--- src/rtl/arcade_input_mapper_if.sv ---
// Arcade input mapper bus: PS/2 + joystick inputs, player control outputs.
// Master drives inputs, slave (the mapper) returns registered controls.
interface arcade_input_mapper_if #(
  parameter int PLAYERS = 2
);
  logic [10:0]          ps2_key;
  logic [16*PLAYERS-1:0] joy;
  logic [PLAYERS-1:0]   autofire_en;
  logic                 tick;
  logic [8*PLAYERS-1:0] ctrl;
  logic                 pause;
  logic                 key_reset;
  logic                 service;

  modport master (
    output ps2_key, joy, autofire_en, tick,
    input  ctrl, pause, key_reset, service
  );

  modport slave (
    input  ps2_key, joy, autofire_en, tick,
    output ctrl, pause, key_reset, service
  );
endinterface

--- src/rtl/arcade_input_mapper.sv ---
// Merges PS/2 keys and joysticks into per-player control bytes with
// coin stretching, autofire and opposite-direction cleaning.
module arcade_input_mapper #(
  parameter int PLAYERS         = 2,
  parameter int COIN_MIN_CYCLES = 65536,
  parameter int AF_DIV          = 4
) (
  input  logic                    clk_sys,
  input  logic                    reset,
  arcade_input_mapper_if.slave    io
);
  localparam int          AW        = $clog2(AF_DIV + 1);
  localparam logic [16:0] COIN_LOAD = 17'(COIN_MIN_CYCLES - 1);

  typedef enum logic [1:0] {AF_IDLE, AF_ON, AF_OFF} af_t;

  logic       old_tgl_q;
  logic [7:0] kb_q [2];
  logic       key_reset_q;
  logic       service_q;
  logic       pause_q;
  logic       pause_d;
  logic       kb_ev;
  logic       pr;
  logic [8:0] code;

  assign kb_ev = io.ps2_key[10] != old_tgl_q;
  assign pr    = io.ps2_key[9];
  assign code  = io.ps2_key[8:0];

  // Latch bit order matches ctrl: {coin,start,bomb,fire,up,down,left,right}
  always_ff @(posedge clk_sys or posedge reset) begin
    if (reset) begin
      old_tgl_q   <= 1'b0;
      kb_q[0]     <= '0;
      kb_q[1]     <= '0;
      key_reset_q <= 1'b0;
      service_q   <= 1'b0;
    end else begin
      old_tgl_q <= io.ps2_key[10];
      if (kb_ev) begin
        unique casez (code)
          9'h016:          kb_q[0][6]  <= pr;
          9'h01E:          kb_q[1][6]  <= pr;
          9'h02E:          kb_q[0][7]  <= pr;
          9'h036:          kb_q[1][7]  <= pr;
          9'h004:          key_reset_q <= pr;
          9'h046:          service_q   <= pr;
          9'b?_0111_0101:  kb_q[0][3]  <= pr;
          9'b?_0110_1011:  kb_q[0][1]  <= pr;
          9'b?_0111_0010:  kb_q[0][2]  <= pr;
          9'b?_0111_0100:  kb_q[0][0]  <= pr;
          9'h014:          kb_q[0][4]  <= pr;
          9'h011:          kb_q[0][5]  <= pr;
          9'h02D:          kb_q[1][3]  <= pr;
          9'h023:          kb_q[1][1]  <= pr;
          9'h02B:          kb_q[1][2]  <= pr;
          9'h034:          kb_q[1][0]  <= pr;
          9'h01C:          kb_q[1][4]  <= pr;
          9'h01B:          kb_q[1][5]  <= pr;
          default: ;
        endcase
      end
    end
  end

  always_comb begin
    pause_d = 1'b0;
    for (int i = 0; i < PLAYERS; i++)
      pause_d = pause_d | io.joy[16*i+9];
  end

  always_ff @(posedge clk_sys or posedge reset) begin
    if (reset) pause_q <= 1'b0;
    else       pause_q <= pause_d;
  end

  assign io.pause     = pause_q;
  assign io.key_reset = key_reset_q;
  assign io.service   = service_q;

  for (genvar p = 0; p < PLAYERS; p++) begin : g_pl
    localparam int PN = (p + 1) % PLAYERS;

    logic [15:0]   j;
    logic [7:0]    kb;
    logic [7:0]    raw;
    logic [7:0]    out_d;
    logic [7:0]    ctrl_q;
    logic          coin_prev_q;
    logic [16:0]   coin_cnt_q;
    logic [16:0]   coin_cnt_d;
    af_t           af_q;
    af_t           af_d;
    logic [AW-1:0] afc_q;
    logic [AW-1:0] afc_d;
    logic [AW-1:0] afc_inc;
    logic          fire_d;
    logic          up;
    logic          dn;
    logic          lf;
    logic          rt;
    logic          unused_j;

    assign j        = io.joy[16*p +: 16];
    assign unused_j = ^{j[15:9], j[7]};

    if (p < 2) begin : g_kb
      assign kb = kb_q[p];
    end else begin : g_nokb
      assign kb = '0;
    end

    // Select of the next player (wrapping) feeds this player's start
    assign raw = {j[8], j[6] | io.joy[16*PN+7], j[5:0]} | kb;

    assign up = raw[3] & ~raw[2];
    assign dn = raw[2] & ~raw[3];
    assign lf = raw[1] & ~raw[0];
    assign rt = raw[0] & ~raw[1];

    always_comb begin
      coin_cnt_d = coin_cnt_q;
      if (raw[7] && !coin_prev_q)
        coin_cnt_d = COIN_LOAD;
      else if (coin_cnt_q != '0)
        coin_cnt_d = coin_cnt_q - 17'd1;
    end

    assign afc_inc = afc_q + 1'b1;

    // Output follows the next state so entry and toggles land on the same edge
    always_comb begin
      af_d   = af_q;
      afc_d  = afc_q;
      fire_d = raw[4];
      if (!io.autofire_en[p] || !raw[4]) begin
        af_d  = AF_IDLE;
        afc_d = '0;
      end else begin
        unique case (af_q)
          AF_IDLE: begin
            af_d  = AF_ON;
            afc_d = '0;
          end
          AF_ON, AF_OFF: begin
            if (io.tick) begin
              if (afc_inc == AW'(AF_DIV)) begin
                afc_d = '0;
                af_d  = (af_q == AF_ON) ? AF_OFF : AF_ON;
              end else begin
                afc_d = afc_inc;
              end
            end
          end
          default: af_d = AF_IDLE;
        endcase
        fire_d = (af_d == AF_ON);
      end
    end

    assign out_d = {raw[7] | (coin_cnt_q != '0), raw[6], raw[5],
                    fire_d, up, dn, lf, rt};

    always_ff @(posedge clk_sys or posedge reset) begin
      if (reset) begin
        ctrl_q      <= '0;
        coin_prev_q <= 1'b0;
        coin_cnt_q  <= '0;
        af_q        <= AF_IDLE;
        afc_q       <= '0;
      end else begin
        ctrl_q      <= out_d;
        coin_prev_q <= raw[7];
        coin_cnt_q  <= coin_cnt_d;
        af_q        <= af_d;
        afc_q       <= afc_d;
      end
    end

    assign io.ctrl[8*p +: 8] = ctrl_q;
  end
endmodule

--- src/flat_wrapper.sv ---
// flat-port wrapper written by rule: the top's interface ports become plain ports
module arcade_input_mapper_flat 
#(
  parameter int PLAYERS         = 2,
  parameter int COIN_MIN_CYCLES = 65536,
  parameter int AF_DIV          = 4
)
  (clk_sys, reset, io_ps2_key, io_joy, io_autofire_en, io_tick, io_ctrl, io_pause, io_key_reset, io_service);
  arcade_input_mapper_if #(.PLAYERS(PLAYERS)) io_i ();
  input  logic clk_sys;
  input  logic reset;
  input wire logic [$bits(io_i.ps2_key)-1:0] io_ps2_key;
  input wire logic [$bits(io_i.joy)-1:0] io_joy;
  input wire logic [$bits(io_i.autofire_en)-1:0] io_autofire_en;
  input wire logic [$bits(io_i.tick)-1:0] io_tick;
  output wire logic [$bits(io_i.ctrl)-1:0] io_ctrl;
  output wire logic [$bits(io_i.pause)-1:0] io_pause;
  output wire logic [$bits(io_i.key_reset)-1:0] io_key_reset;
  output wire logic [$bits(io_i.service)-1:0] io_service;
  assign io_i.ps2_key = io_ps2_key;
  assign io_i.joy = io_joy;
  assign io_i.autofire_en = io_autofire_en;
  assign io_i.tick = io_tick;
  assign io_ctrl = io_i.ctrl;
  assign io_pause = io_i.pause;
  assign io_key_reset = io_i.key_reset;
  assign io_service = io_i.service;
  arcade_input_mapper #(.PLAYERS(PLAYERS), .COIN_MIN_CYCLES(COIN_MIN_CYCLES), .AF_DIV(AF_DIV)) u_core (.clk_sys(clk_sys), .reset(reset), .io(io_i));
endmodule
--- config.mk ---
export PLATFORM = sky130hd
export DESIGN_NAME = arcade_input_mapper_flat
export DESIGN_NICKNAME = d
export VERILOG_FILES = /design/src/rtl/arcade_input_mapper_if.sv /design/src/rtl/arcade_input_mapper.sv /design/src/flat_wrapper.sv
export SDC_FILE = /design/constraint.sdc
export NUM_CORES = 1
export LEC_CHECK = 0
export BUFFER_PORTS_ARGS = -buffer_cell sky130_fd_sc_hd__buf_2
export CELL_PAD_IN_SITES_DETAIL_PLACEMENT = 1
export CELL_PAD_IN_SITES_GLOBAL_PLACEMENT = 2
export CORE_MARGIN = 5
export CORE_UTILIZATION = 37
export CTS_BUF_LIST = sky130_fd_sc_hd__clkbuf_8
export DETAILED_ROUTE_END_ITERATION = 10
export PLACE_DENSITY_LB_ADDON = 0.1
export SYNTH_ARGS = -nofsm -noshare
export SYNTH_HDL_FRONTEND = slang
export SYNTH_SLANG_ARGS = --single-unit
--- constraint.sdc ---
create_clock -name clk_sys -period 2.5 [get_ports clk_sys]
set_clock_uncertainty 0.1 [all_clocks]
set_input_delay 0.125 -clock clk_sys [delete_from_list [all_inputs] [get_ports clk_sys]]
set_output_delay 0.125 -clock clk_sys [all_outputs]
set_load 0.02 [all_outputs]
==> metrics.csv <==
metric;value;unit
status;finished, final reports clean;
setup_violations;0;
drt-wirelength-per-cell;16.2;um
synth_top_cell_by_area;dfrtp_1;
drive_gt1_frac;0.227;
path_cells;inv_1, ha_1, nor2_1, or3_1, o32ai_1, dlygate4sd3_1;
yosys-top-cells-count;dfrtp_1 (82), nor2_1 (42), a21oi_1 (20), mux2_2 (18), or3_1 (17);
slowest_stage;dlygate4sd3_1;
hold_class;in2reg;
numCtsBuffers;9;
synth_cells;417;
met3_usage;0.0288;
ys.warnings.count;0;
synth.cell_area;0.00422;mm^2
synth_edf_count;0;
gp_congestion;0.792;
antenna_cells;0;
max_freq;434;MHz
rows;39;
synthTopCellsByArea;dfrtp_1 (49%), mux2_2 (4.8%), ha_1 (4.1%), nor2_1 (3.7%), mux2i_1 (2.8%);
clockRootBuffer;clkbuf_8;
avgSynthCellArea;10.1;um^2
synthFlopType;dfrtp_1;
numClockSinks;82;
cts_htree_levels;3;
overflow;0;
cp_max_fo;7;
critPathArrivalTime;2.50;ns
via_count;3524;
grt_max_degree;56;
core;0.0113;mm^2
critPathMaxStageDelay;0.59;ns
seq_area_frac_synth;0.486;
grt.busiest_layer;met2;
fin_cells;655;
place.port_buffers;54;
via_per_inst;5.38;
postCtsSetupBuffers;0;
hold_viol_final;0;
finalCritPeriodShare;0.923;
initial_core_util;0.373;
ys_types;55;
clockBufferDepth;2;
die_h;117;um
dieArea;0.0136;mm^2
globalRouteTotalUtil;0.168;
dp.cells;611;
leakage;0.00212;uW
worst_pin_slew;0.980;ns
rsz0062_at_grt;false;
cp-start-kind;register;
globalRouteMet2Util;0.267;
postRouteAntennaNets;0;
fin_crit;2.31;ns
path_class;reg2reg;
clock_latency;0.36;ns
drv_slew;0;
area_growth;23.3;%
grt_pass1_vias;3750;
cp-end-kind;register;
fin_setup_tns;0;ns
clk_pin_slew;0.08;ns
antenna_found_initial;0;
peakVddDrop;0.263;mV
drt_iter0_markers;195;
wirelength;10.6;mm
slew_headroom;0.344;
cts_tree;done;
synth_async_sr_flop_share;1.00;
yosysMostFrequentCell;dfrtp_1;
nets;569;
io_pins;67;
die_width;117;um
drc_errors;0;
syn_nets;479;
drt-pass1-iter-count;4;
synth_top_area_share;0.486;
dpl.hpwl;7.40;mm
crit_required;2.70;ns
grt_pass1_wl;18.2;mm
grtUsageMet1;0.232;
max_cap_violations;0;
ys_ff_latch;82;
power_density;564;mW/mm^2
## what timing repair did
action | 4_1_cts | 5_1_grt
endpoints found under the setup margin | 0 | 1
resized for setup | 0 | 1
hold endpoints to repair | 46 | 0
hold buffers | 28 | 0
## kinds of logic after synthesis
kind of cell / after synthesis / share of synthesized area
xor gates and xnor gates: 3 / 0.00622
DFF: 82 / 0.486
muxes: 30 / 0.0764
and+or+nand+nor: 183 / 0.242
buffers and inverters: 27 / 0.0246
AOI/OAI and AO/OA: 78 / 0.123
adders and majority gates: 14 / 0.0415
## registers in the layout (all words and copies together), names as in the netlist
name	cells
u_core.io.key_reset	1
u_core.g_pl.afc_q	6
u_core.g_pl.coin_prev_q	2
u_core.io.pause	1
u_core.io.service	1
u_core.g_pl.ctrl_q	16
u_core.g_pl.af_q	4
u_core.g_pl.coin_cnt_q	34
u_core.g_pl.kb	16
u_core.old_tgl_q	1
## through the flow
step	cell area (um^2)	power, uW	hold WS [ns]	utilization	worst slack, ns
2_1_floorplan	4220	1710	0.0564	-	0.167
3_3_place_gp	4710	1840	0.0840	0.416	0.256
3_5_place_dp	4710	1860	0.0940	0.416	0.228
4_1_cts	5200	2980	0.0172	0.460	0.206
5_1_grt	5210	3090	0.0517	0.460	0.0255
6_report	5210	2940	0.0472	0.460	0.194
## final timing paths
path                                              from                            end  slack (ns)  cells past startpoint
worst max-delay path            u_core.g_pl[1].af_q[0]       u_core.g_pl[1].ctrl_q[4]        0.19                      6
worst min-delay path                     io_ps2_key[8]              u_core.io.service        0.05                      3
worst max register to register  u_core.g_pl[1].af_q[0]       u_core.g_pl[1].ctrl_q[4]        0.19                      6
worst min register to register    u_core.g_pl[0].kb[5]       u_core.g_pl[0].ctrl_q[5]        0.37                      1
max in group asynchronous                        reset  u_core.g_pl[0].coin_cnt_q[10]        1.37                      4
min in group asynchronous                        reset         u_core.g_pl[0].af_q[0]        0.26                      3
## critical path: cells and delay by family, from the launching register on
kind | cells | cell delay [ns]
buffers and inverters | 2 | 0.65
adders and majority gates | 1 | 0.38
AOI/OAI and AO/OA | 1 | 0.27
DFF | 1 | 0.40
and+or+nand+nor | 2 | 0.45
## metal layers
layer | part of all wire | routed length, um | up-vias
li1 | - | - | 1717
met4 | 0.016 | 174 | 0
met1 | 0.48 | 5050 | 1739
met2 | 0.47 | 5000 | 55
met5 | 0 | 0 | -
met3 | 0.034 | 357 | 13
## final cells by class
class	instances	area, um^2
Clock buffer	10	138
Clock inverter	6	80.1
Sequential cell	82	2050
Multi-Input combinational cell	308	2070
Timing Repair Buffer	91	631
Fill cell	1299	6110
Inverter	15	57.6
Tap cell	143	179
## layout by cell type, fill, tap and decap left out, drive strengths merged, types with 4 or more instances in the layout
cell type,Yosys,layout
a211oi,4,4
a21oi,20,20
a31o,4,4
and2,12,12
buf,3,63
clkbuf,9,10
clkinv,0,5
dfrtp,82,82
dlygate4sd3,0,28
ha,14,14
inv,15,14
mux2,18,18
mux2i,12,12
nand2,13,13
nand2b,5,5
nand3,16,16
nand4,9,9
nor2,42,42
nor2b,9,9
nor3,14,14
nor3b,5,5
nor4,10,10
o21a,4,4
o21ai,14,14
o31ai,8,8
or2,7,7
or3,18,18
or4,11,11
## where the power goes
part | switching (uW) | total, uW | internal [uW] | leakage [uW]
clock network | 490 | 1070 | 583 | 0.000116
logic | 226 | 404 | 178 | 0.00106
registers | 59.6 | 1460 | 1400 | 0.000943
Note: power is estimated with default switching activity, not from simulation.
